$ cat config.mk
export PLATFORM = sky130hd
export DESIGN_NAME = booth_mul_seq_flat
export DESIGN_NICKNAME = d
export VERILOG_FILES = /design/src/rtl/booth_mul_seq_pkg.sv /design/src/rtl/booth_mul_seq_if.sv /design/src/rtl/booth_recode.sv /design/src/rtl/booth_mul_seq.sv /design/src/flat_wrapper.sv
export SDC_FILE = /design/constraint.sdc
export NUM_CORES = 1
export LEC_CHECK = 0
export CORE_MARGIN = 3
export CORE_UTILIZATION = 50
export DETAILED_ROUTE_END_ITERATION = 8
export DONT_BUFFER_PORTS = 1
export GPL_ROUTABILITY_DRIVEN = 0
export PLACE_DENSITY_LB_ADDON = 0.15
export RECOVER_POWER = 100
export SYNTH_ARGS = -nofsm -noshare
export SYNTH_HDL_FRONTEND = slang
export SYNTH_SLANG_ARGS = --single-unit
$ cat constraint.sdc
create_clock -name Clock -period 6.3 [get_ports Clock]
set_clock_uncertainty 0.05 [all_clocks]
set_input_delay 0.63 -clock Clock [delete_from_list [all_inputs] [get_ports Clock]]
set_output_delay 0.63 -clock Clock [all_outputs]
set_load 0.05 [all_outputs]
$ cat src/rtl/booth_mul_seq_pkg.sv
// Shared types and constants for the sequential radix-4 Booth multiplier.
// Holds the FSM encoding, operand widths and the Booth digit decode.
package booth_mul_seq_pkg;

    localparam int WORD_W      = 32;
    localparam int BOOTH_STEPS = 16;
    // Two guard bits keep +/-2M exact even for the most negative multiplicand.
    localparam int PP_W        = WORD_W + 2;
    localparam int CNT_W       = $clog2(BOOTH_STEPS);

    typedef enum logic [1:0] {
        IDLE = 2'b00,
        ITER = 2'b01,
        DONE = 2'b10
    } state_e;

    typedef enum logic [2:0] {
        DIG_ZERO,
        DIG_POS1,
        DIG_NEG1,
        DIG_POS2,
        DIG_NEG2
    } booth_digit_e;

    // Window is {q[i+1], q[i], q[i-1]} of the multiplier.
    function automatic booth_digit_e booth_digit(input logic [2:0] window);
        booth_digit_e dig;
        dig = DIG_ZERO;
        case (window)
            3'b000, 3'b111: dig = DIG_ZERO;
            3'b001, 3'b010: dig = DIG_POS1;
            3'b011:         dig = DIG_POS2;
            3'b100:         dig = DIG_NEG2;
            3'b101, 3'b110: dig = DIG_NEG1;
            default:        dig = DIG_ZERO;
        endcase
        return dig;
    endfunction

endpackage

$ cat src/rtl/booth_mul_seq_if.sv
// Operand/result bundle between the multiplier and its requester.
// The requester drives start and operands; the multiplier returns status and product.
interface booth_mul_seq_if;
    import booth_mul_seq_pkg::*;

    logic              start;
    logic [WORD_W-1:0] multiplicand;
    logic [WORD_W-1:0] multiplier;
    logic              busy;
    logic              done;
    logic [WORD_W-1:0] product_hi;
    logic [WORD_W-1:0] product_lo;

    modport master (
        output start, multiplicand, multiplier,
        input  busy, done, product_hi, product_lo
    );

    modport slave (
        input  start, multiplicand, multiplier,
        output busy, done, product_hi, product_lo
    );

endinterface

$ cat src/rtl/booth_recode.sv
// Combinational radix-4 Booth recoder: 3-bit multiplier window to a signed
// 34-bit partial product of the multiplicand (0, +M, -M, +2M, -2M).
module booth_recode
    import booth_mul_seq_pkg::*;
(
    input  logic [2:0]             window_i,
    input  logic [WORD_W-1:0]      mcand_i,
    output logic signed [PP_W-1:0] pp_o
);

    logic signed [PP_W-1:0] m_ext;
    logic signed [PP_W-1:0] m2_ext;

    assign m_ext  = {{(PP_W-WORD_W){mcand_i[WORD_W-1]}}, mcand_i};
    assign m2_ext = m_ext <<< 1;

    always_comb begin
        // NOTE: default first so every path assigns pp_o and no latch is inferred.
        pp_o = '0;
        case (booth_digit(window_i))
            DIG_POS1: pp_o = m_ext;
            DIG_NEG1: pp_o = -m_ext;
            DIG_POS2: pp_o = m2_ext;
            DIG_NEG2: pp_o = -m2_ext;
            default:  pp_o = '0;
        endcase
    end

endmodule

$ cat src/rtl/booth_mul_seq.sv
// Sequential signed 32x32->64 multiplier, one radix-4 Booth digit per cycle.
// FSM, step counter, operand registers and accumulator live here.
module booth_mul_seq
    import booth_mul_seq_pkg::*;
(
    input  logic           Clock,
    input  logic           Clear,
    booth_mul_seq_if.slave bus
);

    state_e                 state_q;
    logic [CNT_W-1:0]       count_q;
    logic [WORD_W-1:0]      mcand_q;
    logic [WORD_W-1:0]      mplier_q;
    logic                   q_m1_q;
    logic signed [PP_W-1:0] acc_q;
    logic                   busy_q;
    logic                   done_q;
    logic [WORD_W-1:0]      prod_hi_q;
    logic [WORD_W-1:0]      prod_lo_q;

    logic signed [PP_W-1:0] pp;
    logic signed [PP_W-1:0] sum_d;
    logic signed [PP_W-1:0] acc_d;
    logic [WORD_W-1:0]      mplier_d;
    logic                   q_m1_d;
    logic                   last_step;

    booth_recode u_recode (
        .window_i ({mplier_q[1:0], q_m1_q}),
        .mcand_i  (mcand_q),
        .pp_o     (pp)
    );

    // {acc, mplier} shifts right by two as one 66-bit register; the multiplier
    // bits are consumed from the bottom as the sum bits enter from the top.
    assign sum_d     = acc_q + pp;
    assign acc_d     = sum_d >>> 2;
    assign mplier_d  = {sum_d[1:0], mplier_q[WORD_W-1:2]};
    assign q_m1_d    = mplier_q[1];
    assign last_step = (count_q == CNT_W'(BOOTH_STEPS - 1));

    // NOTE: sequential state uses non-blocking assignments so every register
    // samples the pre-edge values, independent of statement order.
    always_ff @(posedge Clock or posedge Clear) begin
        if (Clear) begin
            state_q   <= IDLE;
            count_q   <= '0;
            mcand_q   <= '0;
            mplier_q  <= '0;
            q_m1_q    <= 1'b0;
            acc_q     <= '0;
            busy_q    <= 1'b0;
            done_q    <= 1'b0;
            prod_hi_q <= '0;
            prod_lo_q <= '0;
        end else begin
            case (state_q)
                IDLE: begin
                    if (bus.start) begin
                        mcand_q  <= bus.multiplicand;
                        mplier_q <= bus.multiplier;
                        q_m1_q   <= 1'b0;
                        acc_q    <= '0;
                        count_q  <= '0;
                        busy_q   <= 1'b1;
                        state_q  <= ITER;
                    end
                end
                ITER: begin
                    acc_q    <= acc_d;
                    mplier_q <= mplier_d;
                    q_m1_q   <= q_m1_d;
                    count_q  <= count_q + 1'b1;
                    if (last_step) begin
                        prod_hi_q <= acc_d[WORD_W-1:0];
                        prod_lo_q <= mplier_d;
                        busy_q    <= 1'b0;
                        done_q    <= 1'b1;
                        state_q   <= DONE;
                    end
                end
                DONE: begin
                    done_q  <= 1'b0;
                    state_q <= IDLE;
                end
                default: begin
                    busy_q  <= 1'b0;
                    done_q  <= 1'b0;
                    state_q <= IDLE;
                end
            endcase
        end
    end

    assign bus.busy       = busy_q;
    assign bus.done       = done_q;
    assign bus.product_hi = prod_hi_q;
    assign bus.product_lo = prod_lo_q;

endmodule

$ cat src/flat_wrapper.sv
// flat-port wrapper written by rule: the top's interface ports become plain ports
module booth_mul_seq_flat import booth_mul_seq_pkg::*;
  (Clock, Clear, bus_start, bus_multiplicand, bus_multiplier, bus_busy, bus_done, bus_product_hi, bus_product_lo);
  booth_mul_seq_if bus_i ();
  input  logic Clock;
  input  logic Clear;
  input wire logic [$bits(bus_i.start)-1:0] bus_start;
  input wire logic [$bits(bus_i.multiplicand)-1:0] bus_multiplicand;
  input wire logic [$bits(bus_i.multiplier)-1:0] bus_multiplier;
  output wire logic [$bits(bus_i.busy)-1:0] bus_busy;
  output wire logic [$bits(bus_i.done)-1:0] bus_done;
  output wire logic [$bits(bus_i.product_hi)-1:0] bus_product_hi;
  output wire logic [$bits(bus_i.product_lo)-1:0] bus_product_lo;
  assign bus_i.start = bus_start;
  assign bus_i.multiplicand = bus_multiplicand;
  assign bus_i.multiplier = bus_multiplier;
  assign bus_busy = bus_i.busy;
  assign bus_done = bus_i.done;
  assign bus_product_hi = bus_i.product_hi;
  assign bus_product_lo = bus_i.product_lo;
  booth_mul_seq u_core (.Clock(Clock), .Clear(Clear), .bus(bus_i));
endmodule
==> results of run 1 <==
synthesized netlist by cell type, types with 8 or more instances:
| master | n |
|---|---|
| inv_1 | 22 |
| a22oi_1 | 14 |
| a21oi_1 | 89 |
| or3_1 | 9 |
| a22o_1 | 31 |
| clkbuf_1 | 66 |
| nor3_1 | 35 |
| and3b_1 | 31 |
| a21o_1 | 13 |
| nor2_1 | 52 |
| ha_1 | 38 |
| nand2_1 | 242 |
| nand3_1 | 11 |
| o311ai_0 | 8 |
| mux2_2 | 37 |
| xnor2_1 | 37 |
| o21ai_0 | 100 |
| dfrtp_1 | 169 |
final timing paths:
path                                     start                        end  slack [ns]  cells past startpoint
max                          u_core.state_q[1]  u_core.bus.product_lo[12]        1.03                      7
min                        bus_multiplicand[0]          u_core.mcand_q[0]        0.27                      2
max reg2reg                  u_core.state_q[1]  u_core.bus.product_lo[12]        1.03                      7
min reg2reg                 u_core.mplier_q[4]   u_core.bus.product_lo[2]        0.44                      2
max in group asynchronous                Clear  u_core.bus.product_hi[23]        1.59                      2
min in group asynchronous                Clear   u_core.bus.product_hi[2]        1.53                      1
final cells by class:
cell class | instances | area (µm²) | area share, %
Sequential cell | 169 | 4230 | 39.7
Multi-Input combinational cell | 866 | 5330 | 50.1
Clock inverter | 15 | 179 | 1.68
Timing Repair Buffer | 13 | 71.3 | 0.670
Clock buffer | 17 | 425 | 3.99
Tap cell | 260 | 325 | 3.05
Inverter | 23 | 86.3 | 0.811
per-stage QoR:
step / setup slack, ns / hold slack [ns]
6_report: 1.03 / 0.266
5_1_grt: 0.390 / 0.273
4_1_cts: 1.20 / 0.264
3_5_place_dp: 1.27 / 0.426
3_3_place_gp: 1.38 / 0.421
2_1_floorplan: 1.04 / 0.401
logic make-up after synthesis:
logic type      Yosys count
simple gates            433
xor+xnor                 43
fa+ha+maj                39
buf+inv                  94
flops                   169
mux                      42
compound gates          309
cells in the final DEF, fill, tap and decap left out, types with 4 or more instances in the layout:
| cell | instances |
|---|---|
| nand2_1 | 241 |
| dfrtp_1 | 168 |
| o21ai_0 | 100 |
| a21oi_1 | 89 |
| nor2_1 | 52 |
| ha_1 | 38 |
| mux2_2 | 37 |
| xnor2_1 | 37 |
| nor3_1 | 35 |
| and3b_1 | 31 |
| a22o_1 | 31 |
| inv_1 | 23 |
| clkbuf_16 | 17 |
| a22oi_1 | 14 |
| a21o_1 | 13 |
| nand3_1 | 11 |
| or3_1 | 9 |
| o311ai_0 | 8 |
| o21bai_1 | 7 |
| and2_1 | 7 |
| a221oi_1 | 7 |
| xor2_1 | 6 |
| or2_2 | 6 |
| inv_8 | 6 |
| a211oi_1 | 5 |
| a221o_1 | 5 |
| mux2i_1 | 5 |
| nand4_1 | 5 |
| buf_4 | 5 |
| clkbuf_1 | 5 |
| nor2b_1 | 4 |
| nor3b_1 | 4 |
| nand2b_1 | 4 |
| nor3_2 | 4 |
| a31oi_1 | 4 |
metal layers:
layer	part of all wire (%)	routed length, µm
met3	8.0	1960
met2	43	10600
met1	48	11700
met4	1.2	301
met5	0.053	13
registers in the layout, indices dropped and copies added (netlist names):
register	count
u_core.acc_q	32
u_core.bus.busy	1
u_core.bus.done	1
u_core.bus.product_hi	32
u_core.bus.product_lo	32
u_core.count_q	4
u_core.mcand_q	32
u_core.mplier_q	32
u_core.q_m1_q	1
u_core.state_q	2
worst max-delay path: cells and delay by family (launching register included):
kind          cells  cell delay (ns)
flops             1             0.36
buf+inv           3             2.17
simple gates      4             2.60
==> results.cfg, run 1 <==
[outcome]
status = complete, but fails checks
violations = capacitance limit, slew limit

[layout]
syn_to_final_growth_pct = 7.28
layout.nets = 1196
fillers = 1733
final_cell_area_um2 = 10700
utilization_pct = 55.8
antenna_cells = 0
drive_gt1_share_pct = 8.98
final_cells = 1363

[timing]
period_needed_ns = 5.27
rsz0062_at_grt = no
tightest_slew_ns = 3.92
timing.final.crit_share_pct = 83.7
finalHoldViolCount = 0
slew_violations = 381
fin_setup_tns_ns = 0
slew_headroom_pct = -161
setup_viol = 0
fmax_ghz = 0.190

[synth]
synth_top_family_by_area = simple AND/OR/NAND/NOR gates
synth_compound_area_share_pct = 19.4
synthArstFlopShare_pct = 100
synth_edf_count = 0
synth_warnings = 0
synth-main-ff-cell = dfrtp_1
synth-xor-area-share_pct = 3.79
avgSynthCellArea_um2 = 8.79
ys_ff_latch = 169
synth_fa_ha_area_share_pct = 4.99
yosys.area_share.simple_pct = 20.8
synthMuxAreaShare_pct = 4.70
synth_largest_area_cell = dfrtp_1
syn_nets = 1235
yosysSeqAreaShare_pct = 42.6
syn_area_um2 = 9930
syn_inst = 1129
yosysUniqueCellTypes = 63
synth_area_leaders = dfrtp_1 (43%), nand2_1 (9.2%), o21ai_0 (5.0%), ha_1 (4.8%), a21oi_1 (4.5%)
synth.top_cell.area_share_pct = 42.6

[global_routing]
use_met1_pct = 33.8
grtUsageTotal_pct = 22.6
antenna_found_initial = 1
gr-usage-met3_pct = 5.95
grt_pass1_vias = 7536
grt-busiest-layer = met1
grt_pass1_wl_mm = 39.9
grt_max_degree = 108
grt_util_met2_pct = 33.0
grt-ovfl-total = 0

[placed_design]
placed_cells = 1331
io_buffers = 0
dp.final_hpwl_mm = 17.2
post_dp_cell_area_um2 = 10100

[floorplan]
dieArea_um2 = 21600
die_x_um = 147
rows = 50
die_y_um = 147
io_pins = 133
core_area_um2 = 19100
start_util_pct = 52.0

[hold_path]
hold_path.class = in2reg

[route]
via_per_inst = 5.88
drt_wl_total_mm = 24.6
drt_iter0_drc = 630
ant_nets = 0
vias = 8013
wl_per_cell_um = 18.1
drc = 0
drt_pre_antenna_iters = 5

[cts]
clockBufferDepth = 2
clock_sinks = 169
post_cts_buffers = 0
clkLatencyLatePin_ns = 0.43
cts_resized = 0
cts_hold_buf = 0
htree_levels = 4
cts_root_buf = clkbuf_16
cts_made_buffers = 17
cts_tree = done
path_clk_slew_ns = 0.08

[worst_setup_path]
crit_required_ns = 6.62
path_class = reg2reg
critPathArrivalTime_ns = 5.59
critPathMaxStageDelay_ns = 2.27
worstSetupStartpointType = register
path_max_fanout = 37
cp_slowest_cell = nor2b_1
cp_cell_sequence = clkbuf_1 -> nor2b_1 -> nand2_2 -> inv_1 -> clkbuf_1 -> nand2_1 -> nand2_1
crit_path_end_kind = register

[job]
maxCapViolations = 7
Power of run 1 is not shown: default switching activity piles up to over one toggle a cycle in this logic, so the estimate is an artifact.
==> run 2: changes to the inputs <==
==> constraint.sdc (replaced) <==
create_clock -name Clock -period 5.4 [get_ports Clock]
set_clock_uncertainty 0.05 [all_clocks]
set_input_delay 0.54 -clock Clock [delete_from_list [all_inputs] [get_ports Clock]]
set_output_delay 0.54 -clock Clock [all_outputs]
set_load 0.05 [all_outputs]
==> run 2 against run 1 <==
  * The run still ends with capacitance limit, slew limit left
  * Sequential share of layout area down 0.29 points
  * Wire length rose by 1.3%
  * Non-clock buffer count increased by 6
  * Flip-flop and latch count stayed put
  * Die area unchanged
  * First-iteration DRC count up 17%
  * Cell count increased by 0.44%
  * Final area up 0.74%
  * Critical path depth rose by 13
  * Hold slack worse by 0.099 ns
  * Clock-buffer cell count unchanged
==> results.cfg, run 2 (synthesized netlist as in run 1, its figures left out) <==
[floorplan]
dieArea_um2 = 21600
start_util_pct = 52.0
core_area_um2 = 19100
die_x_um = 147
rows = 50
die_y_um = 147
io_pins = 133

[worst_setup_path]
worstSetupStartpointType = register
crit_required_ns = 5.55
path_class = reg2reg
worstReg2RegStart = u_core.mcand_q[0]
path_max_fanout = 6
r2r-end = u_core.bus.product_hi[26]
critPathArrivalTime_ns = 5.13
crit_path_end_kind = register
regToRegSetupSlack_ns = 0.42
rr_worst_depth = 20

[route]
drt_pre_antenna_iters = 5
via_per_inst = 5.87
ant_nets = 0
wl_per_cell_um = 18.2
drt_wl_total_mm = 25.0
drt_iter0_drc = 740
vias = 8035
drc = 0

[global_routing]
grt_pass1_vias = 7609
grtUsageTotal_pct = 22.9
grt_pass1_wl_mm = 40.5
grt-ovfl-total = 0
antenna_found_initial = 0
grt_max_degree = 107

[layout]
utilization_pct = 56.2
antenna_cells = 0
final_cell_mix = nand2_1 (241), dfrtp_1 (168), o21ai_0 (100)
final_cell_area_um2 = 10700
mostFrequentLayoutCell = nand2_1
layout.nets = 1202
drive_gt1_share_pct = 9.92
syn_to_final_growth_pct = 8.08
final_cells = 1369

[timing]
timing.final.crit_share_pct = 92.2
slew_headroom_pct = -166
setup_viol = 0
tightest_slew_ns = 3.99
finalHoldViolCount = 0
slew_violations = 300
fmax_ghz = 0.201
period_needed_ns = 4.98
fin_setup_tns_ns = 0

[cts]
cts_resized = 0
post_cts_buffers = 0
clockBufferDepth = 2
cts_hold_buf = 0
cts_tree = done
htree_levels = 4
cts_made_buffers = 17
clkLatencyLatePin_ns = 0.44
clock_sinks = 169
cts_root_buf = clkbuf_16
path_clk_slew_ns = 0.08

[placed_design]
post_dp_cell_area_um2 = 10100
dp.final_hpwl_mm = 17.4
placed_cells = 1337
io_buffers = 0

[outcome]
status = complete, but fails checks
violations = capacitance limit, slew limit

[hold_path]
hold_path.class = in2reg
worstHoldStart = bus_multiplicand[2]
hold_end = u_core.mcand_q[2]
holdPathStages = 2

[job]
maxCapViolations = 5
## run 2: changes by cell type in the layout (fill, tap and decap cells not counted)
cell / delta
clkbuf_1: -2
buf_2: +1
nor2b_1: -1
clkinv_4: +1
a211oi_2: +2
inv_12: +1
clkinvlp_4: -3
buf_4: +7
clkinv_8: +1
inv_8: -1
inv_6: +1
nor2b_2: +1
a211oi_1: -2
## run 2: worst max-delay path: stages (launching register included)
cell	delay, ns
dfrtp_1	0.38
inv_1	0.11
ha_1	0.28
or3b_2	0.52
nor2_1	0.29
nand2_1	0.18
or2_2	0.34
nor3_1	0.19
xnor2_1	0.11
a22oi_1	0.14
o21ai_1	0.10
ha_1	0.39
nand2_1	0.12
nor3b_1	0.21
nand2_1	0.08
a311oi_1	0.45
a211oi_2	0.11
o21ai_0	0.28
o21ai_0	0.16
xor2_1	0.17
o21ai_0	0.09
## run 2: worst max-delay path by stage
stage,depth (start not counted),end,startpoint
after detailed placement,18,u_core.bus.product_hi[31],u_core.mcand_q[0]
final,20,u_core.bus.product_hi[26],u_core.mcand_q[0]
after floorplan,1,u_core.acc_q[0],Clear
after global routing,18,u_core.bus.product_hi[31],u_core.mcand_q[0]
after CTS,18,u_core.bus.product_hi[31],u_core.mcand_q[0]
after global placement,18,u_core.bus.product_hi[31],u_core.mcand_q[0]
## run 2: cell type report
| cell class | instances | area [µm²] |
|---|---|---|
| Sequential cell | 169 | 4230 |
| Fill cell | 1747 | 8350 |
| Multi-Input combinational cell | 866 | 5350 |
| Clock buffer | 17 | 425 |
| Timing Repair Buffer | 19 | 121 |
| Clock inverter | 15 | 195 |
| Tap cell | 260 | 325 |
| Inverter | 23 | 86.3 |
## run 2: metrics by stage
step | hold WS, ns | worst slack, ns
detailed placement | 0.429 | 0.435
floorplan | 0.401 | 0.235
global placement | 0.423 | 0.505
CTS | 0.147 | 0.382
global route | 0.168 | -0.0516
finish | 0.167 | 0.421
## run 2: per-layer routing
| layer | wire (µm) | part of all wire (%) | GRT usage (%) |
|---|---|---|---|
| met5 | 0 | 0 | 0 |
| met3 | 1940 | 7.7 | 5.43 |
| met2 | 11000 | 44 | 34.2 |
| met4 | 261 | 1.0 | 4.85 |
| met1 | 11700 | 47 | 34.2 |
Power of run 2 is left out for the same reason.
==> run 3: changes to the inputs <==
--- a/config.mk
+++ b/config.mk
@@ -10,7 +10,7 @@
 export DETAILED_ROUTE_END_ITERATION = 8
 export DONT_BUFFER_PORTS = 1
 export GPL_ROUTABILITY_DRIVEN = 0
-export PLACE_DENSITY_LB_ADDON = 0.15
+export PLACE_DENSITY_LB_ADDON = 0.25
 export RECOVER_POWER = 100
 export SYNTH_ARGS = -nofsm -noshare
 export SYNTH_HDL_FRONTEND = slang
==> run 3 against run 2 <==
  * Non-clock buffer count rose by 4
  * Fmax up 2.4%
  * Global-route usage rose by 0.083 points
  * Clock-buffer cell count did not move
  * Flip-flop and latch count is the same
  * The run still ends with capacitance limit, slew limit left
  * Die area did not move
  * Register-to-register slack better by 0.12 ns
  * Sequential share of layout area is essentially flat
==> results.cfg, run 3 (synthesized netlist as in run 1, its figures left out) <==
[timing]
fmax_ghz = 0.206
setup_viol = 0
rsz0062_at_grt = no
finalHoldViolCount = 0
slew_violations = 299
period_needed_ns = 4.86
timing.final.crit_share_pct = 90.0
slew_headroom_pct = -71.9
fin_setup_tns_ns = 0
tightest_slew_ns = 2.58

[route]
drt_iter0_drc = 720
via_per_inst = 5.98
drt_wl_total_mm = 24.9
vias = 8208
drt_pre_antenna_iters = 5
drc = 0
wl_per_cell_um = 18.1
ant_nets = 0

[cts]
path_clk_slew_ns = 0.07
cts_made_buffers = 17
htree_levels = 4
clock_sinks = 169
post_cts_buffers = 0
cts_tree = done
cts_root_buf = clkbuf_16
clockBufferDepth = 2
clkLatencyLatePin_ns = 0.44

[global_routing]
grt_max_degree = 72
antenna_found_initial = 0
grt_pass1_wl_mm = 40.9
grtUsageTotal_pct = 23.0
grt_pass1_vias = 7818
grt-ovfl-total = 0

[outcome]
status = complete, but fails checks
violations = capacitance limit, slew limit

[worst_setup_path]
crit_path_end_kind = register
cp_cell_sequence = inv_1 -> ha_1 -> or3b_2 -> nor2_2 -> nand2_1 -> or2_2 -> nor3_1 -> xnor2_1 -> a22oi_1 -> o21ai_1 -> ha_1 -> a21o_1 -> a21oi_1 -> o21ai_0 -> a21o_1 -> a211oi_1 -> o21ai_0 -> a21oi_1 -> xnor2_1 -> mux2_2
critPathArrivalTime_ns = 5.12
path_max_fanout = 6
path_class = reg2reg
cp_slowest_cell = or3b_2
path_depth = 20
rr_worst_depth = 20
crit_required_ns = 5.66
path_delay_family = compound AO/OA/AOI/OAI gates
crit_buf_inv = 1
worstSetupStartpointType = register
critPathMaxStageDelay_ns = 0.54

[floorplan]
core_area_um2 = 19100
rows = 50
die_x_um = 147
io_pins = 133
dieArea_um2 = 21600
start_util_pct = 52.0
die_y_um = 147

[layout]
layout.nets = 1206
final_cells = 1373
syn_to_final_growth_pct = 8.18
mostFrequentLayoutCell = nand2_1
final_cell_mix = nand2_1 (241), dfrtp_1 (168), o21ai_0 (100)
drive_gt1_share_pct = 9.80

[placed_design]
io_buffers = 0
placed_cells = 1340
dp.final_hpwl_mm = 17.5

[hold_path]
hold_path.class = in2reg
holdPathStages = 2

[job]
maxCapViolations = 6
[run 3: changes by cell type in the layout (fill, tap and decap cells not counted), sizes merged]
| cell | before | now |
|---|---|---|
| inv | 32 | 29 |
| buf | 13 | 9 |
| diode | 0 | 1 |
| clkinvlp | 0 | 1 |
| dlygate4sd3 | 0 | 1 |
| clkinv | 5 | 6 |
| clkbuf | 23 | 30 |
[run 3: repair_timing]
action                                  in CTS  in global routing
endpoints found under the setup margin       0                 10
gates resized for setup                      0                  3
endpoints found under the hold margin       45                  0
hold buffers                                 1                  0
[run 3: path summary, 6_finish.rpt]
kind	from	end	slack, ns
worst max-delay path	u_core.mcand_q[0]	u_core.bus.product_hi[30]	0.54
worst min-delay path	bus_multiplicand[2]	u_core.mcand_q[2]	0.18
worst max register to register	u_core.mcand_q[0]	u_core.bus.product_hi[30]	0.54
worst min register to register	u_core.count_q[3]	u_core.count_q[3]	0.44
max in group asynchronous	Clear	u_core.bus.product_lo[19]	1.79
min in group asynchronous	Clear	u_core.bus.product_hi[5]	1.07
[run 3: final cells by class]
| cell class | count | area (µm²) |
|---|---|---|
| clock buffers | 17 | 425 |
| well taps | 260 | 325 |
| multi-input cells | 866 | 5360 |
| clock inverters | 14 | 176 |
| repair buffers | 23 | 131 |
| flip-flops and latches | 169 | 4230 |
| diodes | 1 | 2.50 |
| inverters | 23 | 87.6 |
| fillers | 1735 | 8340 |
[run 3: stage by stage]
| step | hold slack [ns] | worst slack (ns) | cell area, µm² | utilization [%] |
|---|---|---|---|---|
| after CTS | 0.176 | 0.375 | 10800 | 56.5 |
| after global routing | 0.184 | 0.0370 | 10700 | 56.3 |
| after global placement | 0.401 | 0.551 | 10200 | 53.3 |
| final | 0.181 | 0.539 | 10700 | 56.3 |
| after detailed placement | 0.403 | 0.439 | 10200 | 53.3 |
| after floorplan | 0.401 | 0.235 | 9930 | - |
[run 3: per-layer routing]
metal | share of wire, % | track usage, % | vias to the layer above | routed length [µm]
met3 | 7.1 | 5.12 | 33 | 1760
met2 | 44 | 34.2 | 269 | 11000
met1 | 47 | 34.6 | 3954 | 11700
met4 | 1.6 | 5.31 | 0 | 399
met5 | 0 | 0 | - | 0
li1 | - | - | 3952 | -
Power of run 3 is left out for the same reason.
